$ cat src/rtl/video_timing_pkg.sv
// video_timing_pkg: shared types, default raster timing and config validation
package video_timing_pkg;
  localparam int CW = 12;
  localparam int DEF_H_ACT = 640;
  localparam int DEF_H_FP_END = 664;
  localparam int DEF_H_SY_END = 720;
  localparam int DEF_H_TOT = 800;
  localparam int DEF_V_ACT = 480;
  localparam int DEF_V_FP_END = 483;
  localparam int DEF_V_SY_END = 487;
  localparam int DEF_V_TOT = 500;
  typedef enum logic {IDLE, RUN} vtg_state_e;
  typedef struct packed {
    logic [CW-1:0] tot;
    logic [CW-1:0] sy_end;
    logic [CW-1:0] fp_end;
    logic [CW-1:0] act;
  } axis_cfg_t;
  typedef struct packed {
    axis_cfg_t h;
    axis_cfg_t v;
    logic hpol;
    logic vpol;
  } vtg_cfg_t;
  function automatic logic axis_valid(axis_cfg_t a);
    return a.act != '0 && a.act <= a.fp_end && a.fp_end < a.sy_end && a.sy_end < a.tot;
  endfunction
endpackage

$ cat src/rtl/video_timing_if.sv
// video_timing_if: config strobe bus and raster outputs (line irq under VIDEO_TIMING_LINE_IRQ_EN)
interface video_timing_if;
  import video_timing_pkg::*;
  logic enable, cfg_wr, cfg_hpol, cfg_vpol, cfg_pending, cfg_err;
  logic [4*CW-1:0] cfg_h, cfg_v;
  logic hsync, vsync, hblank, vblank, de, sol, sof;
  logic [CW-1:0] x, y;
`ifdef VIDEO_TIMING_LINE_IRQ_EN
  logic [CW-1:0] line_cmp;
  logic line_irq;
`endif
  modport master (
`ifdef VIDEO_TIMING_LINE_IRQ_EN
    output line_cmp, input line_irq,
`endif
    output enable, cfg_wr, cfg_h, cfg_v, cfg_hpol, cfg_vpol,
    input cfg_pending, cfg_err, hsync, vsync, hblank, vblank, de, x, y, sol, sof
  );
  modport slave (
`ifdef VIDEO_TIMING_LINE_IRQ_EN
    input line_cmp, output line_irq,
`endif
    input enable, cfg_wr, cfg_h, cfg_v, cfg_hpol, cfg_vpol,
    output cfg_pending, cfg_err, hsync, vsync, hblank, vblank, de, x, y, sol, sof
  );
endinterface

$ cat src/rtl/video_axis_counter.sv
// video_axis_counter: one raster axis counter with decode of its next value
module video_axis_counter import video_timing_pkg::*; (
  input  logic aclk,
  input  logic areset,
  input  logic run,
  input  logic adv,
  input  logic [CW-1:0] tot,
  input  logic [CW-1:0] act,
  input  logic [CW-1:0] fp_end,
  input  logic [CW-1:0] sy_end,
  output logic [CW-1:0] cnt,
  output logic [CW-1:0] cnt_nxt,
  output logic blank,
  output logic sync_raw,
  output logic wrap
);
  assign wrap = adv && cnt >= tot - CW'(1);
  assign cnt_nxt = !run || wrap ? '0 : adv ? cnt + CW'(1) : cnt;
  assign blank = !run || cnt_nxt >= act;
  assign sync_raw = run && cnt_nxt >= fp_end && cnt_nxt < sy_end;
  // count register; decode above is of the value it is about to take
  always_ff @(posedge aclk) cnt <= areset ? '0 : cnt_nxt;
endmodule

$ cat src/rtl/video_timing_gen.sv
// video_timing_gen: programmable raster timing generator, optional line irq via VIDEO_TIMING_LINE_IRQ_EN
module video_timing_gen import video_timing_pkg::*; #(
  parameter int H_ACT = DEF_H_ACT,
  parameter int H_FP_END = DEF_H_FP_END,
  parameter int H_SY_END = DEF_H_SY_END,
  parameter int H_TOT = DEF_H_TOT,
  parameter int V_ACT = DEF_V_ACT,
  parameter int V_FP_END = DEF_V_FP_END,
  parameter int V_SY_END = DEF_V_SY_END,
  parameter int V_TOT = DEF_V_TOT
) (
  input logic aclk,
  input logic areset,
  video_timing_if.slave vt
);
  localparam vtg_cfg_t DEF_CFG = {CW'(H_TOT), CW'(H_SY_END), CW'(H_FP_END), CW'(H_ACT),
                                  CW'(V_TOT), CW'(V_SY_END), CW'(V_FP_END), CW'(V_ACT), 2'b00};
  vtg_state_e state;
  vtg_cfg_t act, pend, wr_set, act_n;
  logic pend_f, run, wr_ok, h_adv, h_wrap, v_wrap, h_blank, v_blank, h_sync, v_sync;
  logic [CW-1:0] h_nxt, v_nxt;
  assign run = state == RUN;
  assign h_adv = run && vt.enable;
  assign wr_set = {vt.cfg_h, vt.cfg_v, vt.cfg_hpol, vt.cfg_vpol};
  assign wr_ok = vt.cfg_wr && axis_valid(wr_set.h) && axis_valid(wr_set.v);
  assign act_n = wr_ok && (!run || v_wrap) ? wr_set : v_wrap && pend_f ? pend : act;
  assign vt.cfg_pending = pend_f;
  video_axis_counter u_h (
    .aclk(aclk), .areset(areset), .run(vt.enable), .adv(h_adv),
    .tot(act.h.tot), .act(act_n.h.act), .fp_end(act_n.h.fp_end), .sy_end(act_n.h.sy_end),
    .cnt(vt.x), .cnt_nxt(h_nxt), .blank(h_blank), .sync_raw(h_sync), .wrap(h_wrap)
  );
  video_axis_counter u_v (
    .aclk(aclk), .areset(areset), .run(vt.enable), .adv(h_wrap),
    .tot(act.v.tot), .act(act_n.v.act), .fp_end(act_n.v.fp_end), .sy_end(act_n.v.sy_end),
    .cnt(vt.y), .cnt_nxt(v_nxt), .blank(v_blank), .sync_raw(v_sync), .wrap(v_wrap)
  );
  // run/idle FSM, config shadowing and registered raster outputs
  always_ff @(posedge aclk) begin
    if (areset) begin
      state <= IDLE;
      act <= DEF_CFG;
      pend <= DEF_CFG;
      pend_f <= 1'b0;
      vt.cfg_err <= 1'b0;
      vt.hsync <= 1'b1;
      vt.vsync <= 1'b1;
      vt.hblank <= 1'b1;
      vt.vblank <= 1'b1;
      vt.de <= 1'b0;
      vt.sol <= 1'b0;
      vt.sof <= 1'b0;
`ifdef VIDEO_TIMING_LINE_IRQ_EN
      vt.line_irq <= 1'b0;
`endif
    end else begin
      state <= vt.enable ? RUN : IDLE;
      act <= act_n;
      if (wr_ok) pend <= wr_set;
      pend_f <= run ? !v_wrap && (pend_f || wr_ok) : pend_f && !wr_ok;
      vt.cfg_err <= vt.cfg_wr && !wr_ok;
      vt.hsync <= h_sync ~^ act_n.hpol;
      vt.vsync <= v_sync ~^ act_n.vpol;
      vt.hblank <= h_blank;
      vt.vblank <= v_blank;
      vt.de <= !h_blank && !v_blank;
      vt.sol <= vt.enable && h_nxt == '0;
      vt.sof <= vt.enable && h_nxt == '0 && v_nxt == '0;
`ifdef VIDEO_TIMING_LINE_IRQ_EN
      vt.line_irq <= vt.enable && h_nxt == '0 && v_nxt == vt.line_cmp;
`endif
    end
  end
endmodule

$ cat src/flat_wrapper.sv
// flat-port wrapper written by rule: the top's interface ports become plain ports
module video_timing_gen_flat import video_timing_pkg::*;
#(
  parameter int H_ACT = DEF_H_ACT,
  parameter int H_FP_END = DEF_H_FP_END,
  parameter int H_SY_END = DEF_H_SY_END,
  parameter int H_TOT = DEF_H_TOT,
  parameter int V_ACT = DEF_V_ACT,
  parameter int V_FP_END = DEF_V_FP_END,
  parameter int V_SY_END = DEF_V_SY_END,
  parameter int V_TOT = DEF_V_TOT
)
  (aclk, areset, vt_enable, vt_cfg_wr, vt_cfg_h, vt_cfg_v, vt_cfg_hpol, vt_cfg_vpol, vt_cfg_pending, vt_cfg_err, vt_hsync, vt_vsync, vt_hblank, vt_vblank, vt_de, vt_x, vt_y, vt_sol, vt_sof);
  video_timing_if vt_i ();
  input logic aclk;
  input logic areset;
  input wire logic [$bits(vt_i.enable)-1:0] vt_enable;
  input wire logic [$bits(vt_i.cfg_wr)-1:0] vt_cfg_wr;
  input wire logic [$bits(vt_i.cfg_h)-1:0] vt_cfg_h;
  input wire logic [$bits(vt_i.cfg_v)-1:0] vt_cfg_v;
  input wire logic [$bits(vt_i.cfg_hpol)-1:0] vt_cfg_hpol;
  input wire logic [$bits(vt_i.cfg_vpol)-1:0] vt_cfg_vpol;
  output wire logic [$bits(vt_i.cfg_pending)-1:0] vt_cfg_pending;
  output wire logic [$bits(vt_i.cfg_err)-1:0] vt_cfg_err;
  output wire logic [$bits(vt_i.hsync)-1:0] vt_hsync;
  output wire logic [$bits(vt_i.vsync)-1:0] vt_vsync;
  output wire logic [$bits(vt_i.hblank)-1:0] vt_hblank;
  output wire logic [$bits(vt_i.vblank)-1:0] vt_vblank;
  output wire logic [$bits(vt_i.de)-1:0] vt_de;
  output wire logic [$bits(vt_i.x)-1:0] vt_x;
  output wire logic [$bits(vt_i.y)-1:0] vt_y;
  output wire logic [$bits(vt_i.sol)-1:0] vt_sol;
  output wire logic [$bits(vt_i.sof)-1:0] vt_sof;
  assign vt_i.enable = vt_enable;
  assign vt_i.cfg_wr = vt_cfg_wr;
  assign vt_i.cfg_h = vt_cfg_h;
  assign vt_i.cfg_v = vt_cfg_v;
  assign vt_i.cfg_hpol = vt_cfg_hpol;
  assign vt_i.cfg_vpol = vt_cfg_vpol;
  assign vt_cfg_pending = vt_i.cfg_pending;
  assign vt_cfg_err = vt_i.cfg_err;
  assign vt_hsync = vt_i.hsync;
  assign vt_vsync = vt_i.vsync;
  assign vt_hblank = vt_i.hblank;
  assign vt_vblank = vt_i.vblank;
  assign vt_de = vt_i.de;
  assign vt_x = vt_i.x;
  assign vt_y = vt_i.y;
  assign vt_sol = vt_i.sol;
  assign vt_sof = vt_i.sof;
  video_timing_gen #(.H_ACT(H_ACT), .H_FP_END(H_FP_END), .H_SY_END(H_SY_END), .H_TOT(H_TOT), .V_ACT(V_ACT), .V_FP_END(V_FP_END), .V_SY_END(V_SY_END), .V_TOT(V_TOT)) u_core (.aclk(aclk), .areset(areset), .vt(vt_i));
endmodule
$ cat config.mk
export PLATFORM = sky130hd
export DESIGN_NAME = video_timing_gen_flat
export DESIGN_NICKNAME = d
export VERILOG_FILES = /design/src/rtl/video_timing_pkg.sv /design/src/rtl/video_timing_if.sv /design/src/rtl/video_axis_counter.sv /design/src/rtl/video_timing_gen.sv /design/src/flat_wrapper.sv
export SDC_FILE = /design/constraint.sdc
export NUM_CORES = 1
export LEC_CHECK = 0
export ABC_AREA = 1
export CAP_MARGIN = 30
export CORE_AREA = 2 2 181 183
export DETAILED_ROUTE_END_ITERATION = 8
export DIE_AREA = 0 0 183 185
export PLACE_DENSITY_LB_ADDON = 0.25
export SLEW_MARGIN = 10
export SYNTH_ARGS = -nofsm -noshare
export SYNTH_HDL_FRONTEND = slang
export SYNTH_SLANG_ARGS = --single-unit
$ cat constraint.sdc
create_clock -name aclk -period 4.4 [get_ports aclk]
set_clock_uncertainty 0.1 [all_clocks]
set_input_delay 0.66 -clock aclk [delete_from_list [all_inputs] [get_ports aclk]]
set_output_delay 0.66 -clock aclk [all_outputs]
set_load 0.01 [all_outputs]
==> flow_metrics.env <==
export IMPL_timing_hold_violations_final=0
export IMPL_via_per_inst=5.21
export IMPL_slew_headroom_pct=34.5
export IMPL_dr_pass1_iters=5
export IMPL_syn_area_per_cell_um2=7.01
export IMPL_dr_total_vias=14680
export IMPL_critPathKind="reg -> reg"
export IMPL_synth_compound_area_share_pct=17.6
export IMPL_wl_um=47000
export IMPL_p_switching_mw=1.30
export IMPL_clk_pin_slew_ns=0.06
export IMPL_cp_start_kind="flop"
export IMPL_hold_path_class="in -> reg"
export IMPL_grt_pass1_wl_um=73800
export IMPL_antenna_found_initial=0
export IMPL_reg2reg_to="u_core.vt.hsync"
export IMPL_fmax_mhz=213
export IMPL_yosys_area_share_adder_pct=14.6
export IMPL_drcViolationCount=0
export IMPL_power_density_mw_per_mm2=264
export IMPL_internal_power_mw=3.74
export IMPL_maxCapViolations=0
export IMPL_drive_gt1_share_pct=17.5
export IMPL_wl_per_cell_um=16.7
export IMPL_synth_edff_count=0
export IMPL_synth_top_flop_cell="dfxtp_1"
export IMPL_endpoint_kind="flop"
export IMPL_drt_iter0_drc=1140
export IMPL_hpwl_um=35800
export IMPL_grt_pass1_vias=14023
export IMPL_comb_power_share_pct=14.9
export IMPL_power_share_clock_pct=42.4
export IMPL_overflow=0
export IMPL_die_y_um=185
export IMPL_critPathArrivalTime_ns=5.02
export IMPL_instances_no_fill=2817
export IMPL_ant_nets=0
export IMPL_syn_cell_area_mm2=0.0142
export IMPL_rows=66
export IMPL_worstHoldStart="areset"
export IMPL_slowest_stage="or3_4"
export IMPL_holdPathStages=3
export IMPL_routabilityCongestion=0.938
export IMPL_yosysSeqAreaShare_pct=32.4
export IMPL_status="finished with violations"
export IMPL_port_buffer_count=134
export IMPL_regToRegStartpoint="u_core.act[87]"
export IMPL_core_area_mm2=0.0320
export IMPL_p_leak_nw=9.51
export IMPL_die_w_um=183
export IMPL_synth_simple_gate_area_share_pct=21.9
export IMPL_vdd_ir_drop_max_v=0.000237
export IMPL_finalSetupViolations=5
export IMPL_start_util_pct=44.3
export IMPL_root_buffer="clkbuf_16"
export IMPL_clkSinkCount=230
export IMPL_cp_top_family="simple AND/OR/NAND/NOR gates"
export IMPL_crit_buf_inv=6
export IMPL_final_nets=2665
export IMPL_synth_seq_cells=230
export IMPL_synth_xor_area_share_pct=1.97
export IMPL_fin_tns_setup_ns=-0.907
export IMPL_final_cell_mix="nand2_1, inv_1, buf_4"
export IMPL_fin_crit_ns=4.69
export IMPL_ys_warn_count=0
export IMPL_synth_top_family_by_area="simple AND/OR/NAND/NOR gates"
export IMPL_ff2ff_setup_slack_ns=-0.29
export IMPL_cp_max_fo=8
export IMPL_final_common_cell="nand2_1"
export IMPL_cts_path_max_buffers=3
export IMPL_synth_nets=2294
export IMPL_die_area_mm2=0.0339
export IMPL_grt_setup_unrepaired="true"
export IMPL_cp_required_ns=4.73
export IMPL_numCtsBuffers=27
export IMPL_critPathMaxStageDelay_ns=0.34
export IMPL_worstSkewPairLatency_ns=0.54
export IMPL_synth_largest_area_cell="dfxtp_1"
export IMPL_hold_end="u_core.pend[78]"
export IMPL_synth_top_cell_area_share_pct=32.4
export IMPL_holdWs_ns=0.348
export IMPL_synthTopCellsByArea="dfxtp_1, ha_1, nand2_1"
export IMPL_grt_max_degree=145
export IMPL_ys_types=54
export IMPL_htreeDepth=1
export IMPL_muxShareOfSynthArea_pct=0.0705
export IMPL_failed_checks="setup timing"
export IMPL_antennaDiodeCount=0
export IMPL_timing_final_crit_share_pct=106
export IMPL_place_inst=2766
export IMPL_slew_viol_final=0
export IMPL_synthCells=2026
export IMPL_grt_total_usage_pct=27.6
export IMPL_io_pins=135
export IMPL_async_reset_ff_share_pct=0
export IMPL_fin_ws_ns=-0.286
export IMPL_swShare_pct=25.8
export IMPL_worst_pin_slew_ns=0.982
export IMPL_cts_tree="built"
export IMPL_syn2layout_area_growth_pct=34.7
export IMPL_reg2reg_depth=35
export IMPL_p_seq_share_pct=42.7
export IMPL_crit_path_frequent_cell="nand2_1"
export IMPL_cts_hold_buf=0
==> state kept, by name, indices dropped and copies added (netlist names), 12 cells and up <==
name	cells
u_core.act	98
u_core.pend	98
u_core.u_h.cnt	12
u_core.u_v.cnt	12
==> layout make-up <==
class,instances,area [um2]
clock inverters,4,51.3
clock buffers,37,773
fillers,2928,12900
inverters,325,1240
repair buffers,429,3740
well taps,408,510
multi-input cells,1384,8210
flip-flops and latches,230,4610
==> synthesized netlist by cell type, types with 3 or more instances <==
master	n
nor3_1	25
nand2_1	373
o311ai_1	6
buf_4	3
dfxtp_1	230
o21bai_1	4
o31ai_1	4
xnor2_1	10
nor2_1	207
ha_1	166
nand3_1	69
nand4_1	16
clkbuf_1	44
inv_1	300
o22ai_1	19
inv_2	23
o21ai_0	146
nor2_2	4
nor4_1	5
xor2_1	22
a21o_1	6
a21oi_1	141
buf_2	38
o21ai_1	74
nor3_2	7
nand2_4	3
nand2_2	4
o211ai_1	41
a211oi_1	5
==> routing by layer <==
metal  part of all wire (%)  vias to the layer above  global-route usage (%)
li1                       -                     7354                       -
met1                     46                     6741                    38.2
met2                     45                      493                    44.0
met3                    6.1                       92                    3.30
met4                    3.4                        0                    10.4
met5                      0                        -                       0
==> cells by family (layout without fill, tap and decap cells) <==
group,Yosys count,count (layout)
fa+ha+maj,166,166
compound gates,455,455
buf+inv,412,795
simple gates,730,730
flops,230,230
xor+xnor,32,32
mux,1,1
==> timing repair <==
item | CTS | global route
setup buffers | 4 | 5
gates cloned | 0 | 1
pin swaps | 12 | 3
hold endpoints to repair | 0 | 0
resized for setup | 38 | 21
setup endpoints to repair | 5 | 6
==> power groups by stage <==
| stage | registers, mW | clock network (mW) | logic, mW |
|---|---|---|---|
| after floorplan | 2.20 | 0 | 0.344 |
| after global placement | 2.20 | 0 | 0.716 |
| after detailed placement | 2.20 | 0 | 0.732 |
| after CTS | 2.16 | 2.16 | 0.741 |
| after global routing | 2.16 | 2.26 | 0.831 |
| final | 2.16 | 2.14 | 0.751 |
==> worst max path at each step <==
| stage | to | cells after the start | slack (ns) | start |
|---|---|---|---|---|
| 3_3_place_gp | u_core.vt.hsync | 30 | -0.43 | vt_cfg_h[35] |
| 6_report | u_core.vt.hsync | 35 | -0.29 | u_core.act[87] |
| 3_5_place_dp | u_core.vt.hsync | 32 | -0.56 | vt_cfg_h[35] |
| 2_1_floorplan | u_core.vt.vsync | 36 | -0.05 | u_core.act[88] |
| 4_1_cts | u_core.vt.hsync | 36 | -0.21 | u_core.act[87] |
| 5_1_grt | u_core.vt.hsync | 36 | -0.63 | u_core.act[87] |
==> stage by stage <==
step | setup WS [ns] | instance area (um2) | power (mW) | utilization, %
finish | -0.286 | 19100 | 5.05 | 59.7
global placement | -0.433 | 18000 | 2.92 | 56.1
CTS | -0.208 | 19000 | 5.06 | 59.2
global route | -0.635 | 19100 | 5.26 | 59.7
detailed placement | -0.556 | 18000 | 2.93 | 56.1
floorplan | -0.0501 | 14300 | 2.54 | -
==> worst min-delay path: stages <==
cell      delay (ns)
buf_2           0.15
inv_4           0.05
o211ai_1        0.09
Note: power is estimated with default switching activity, not from simulation.
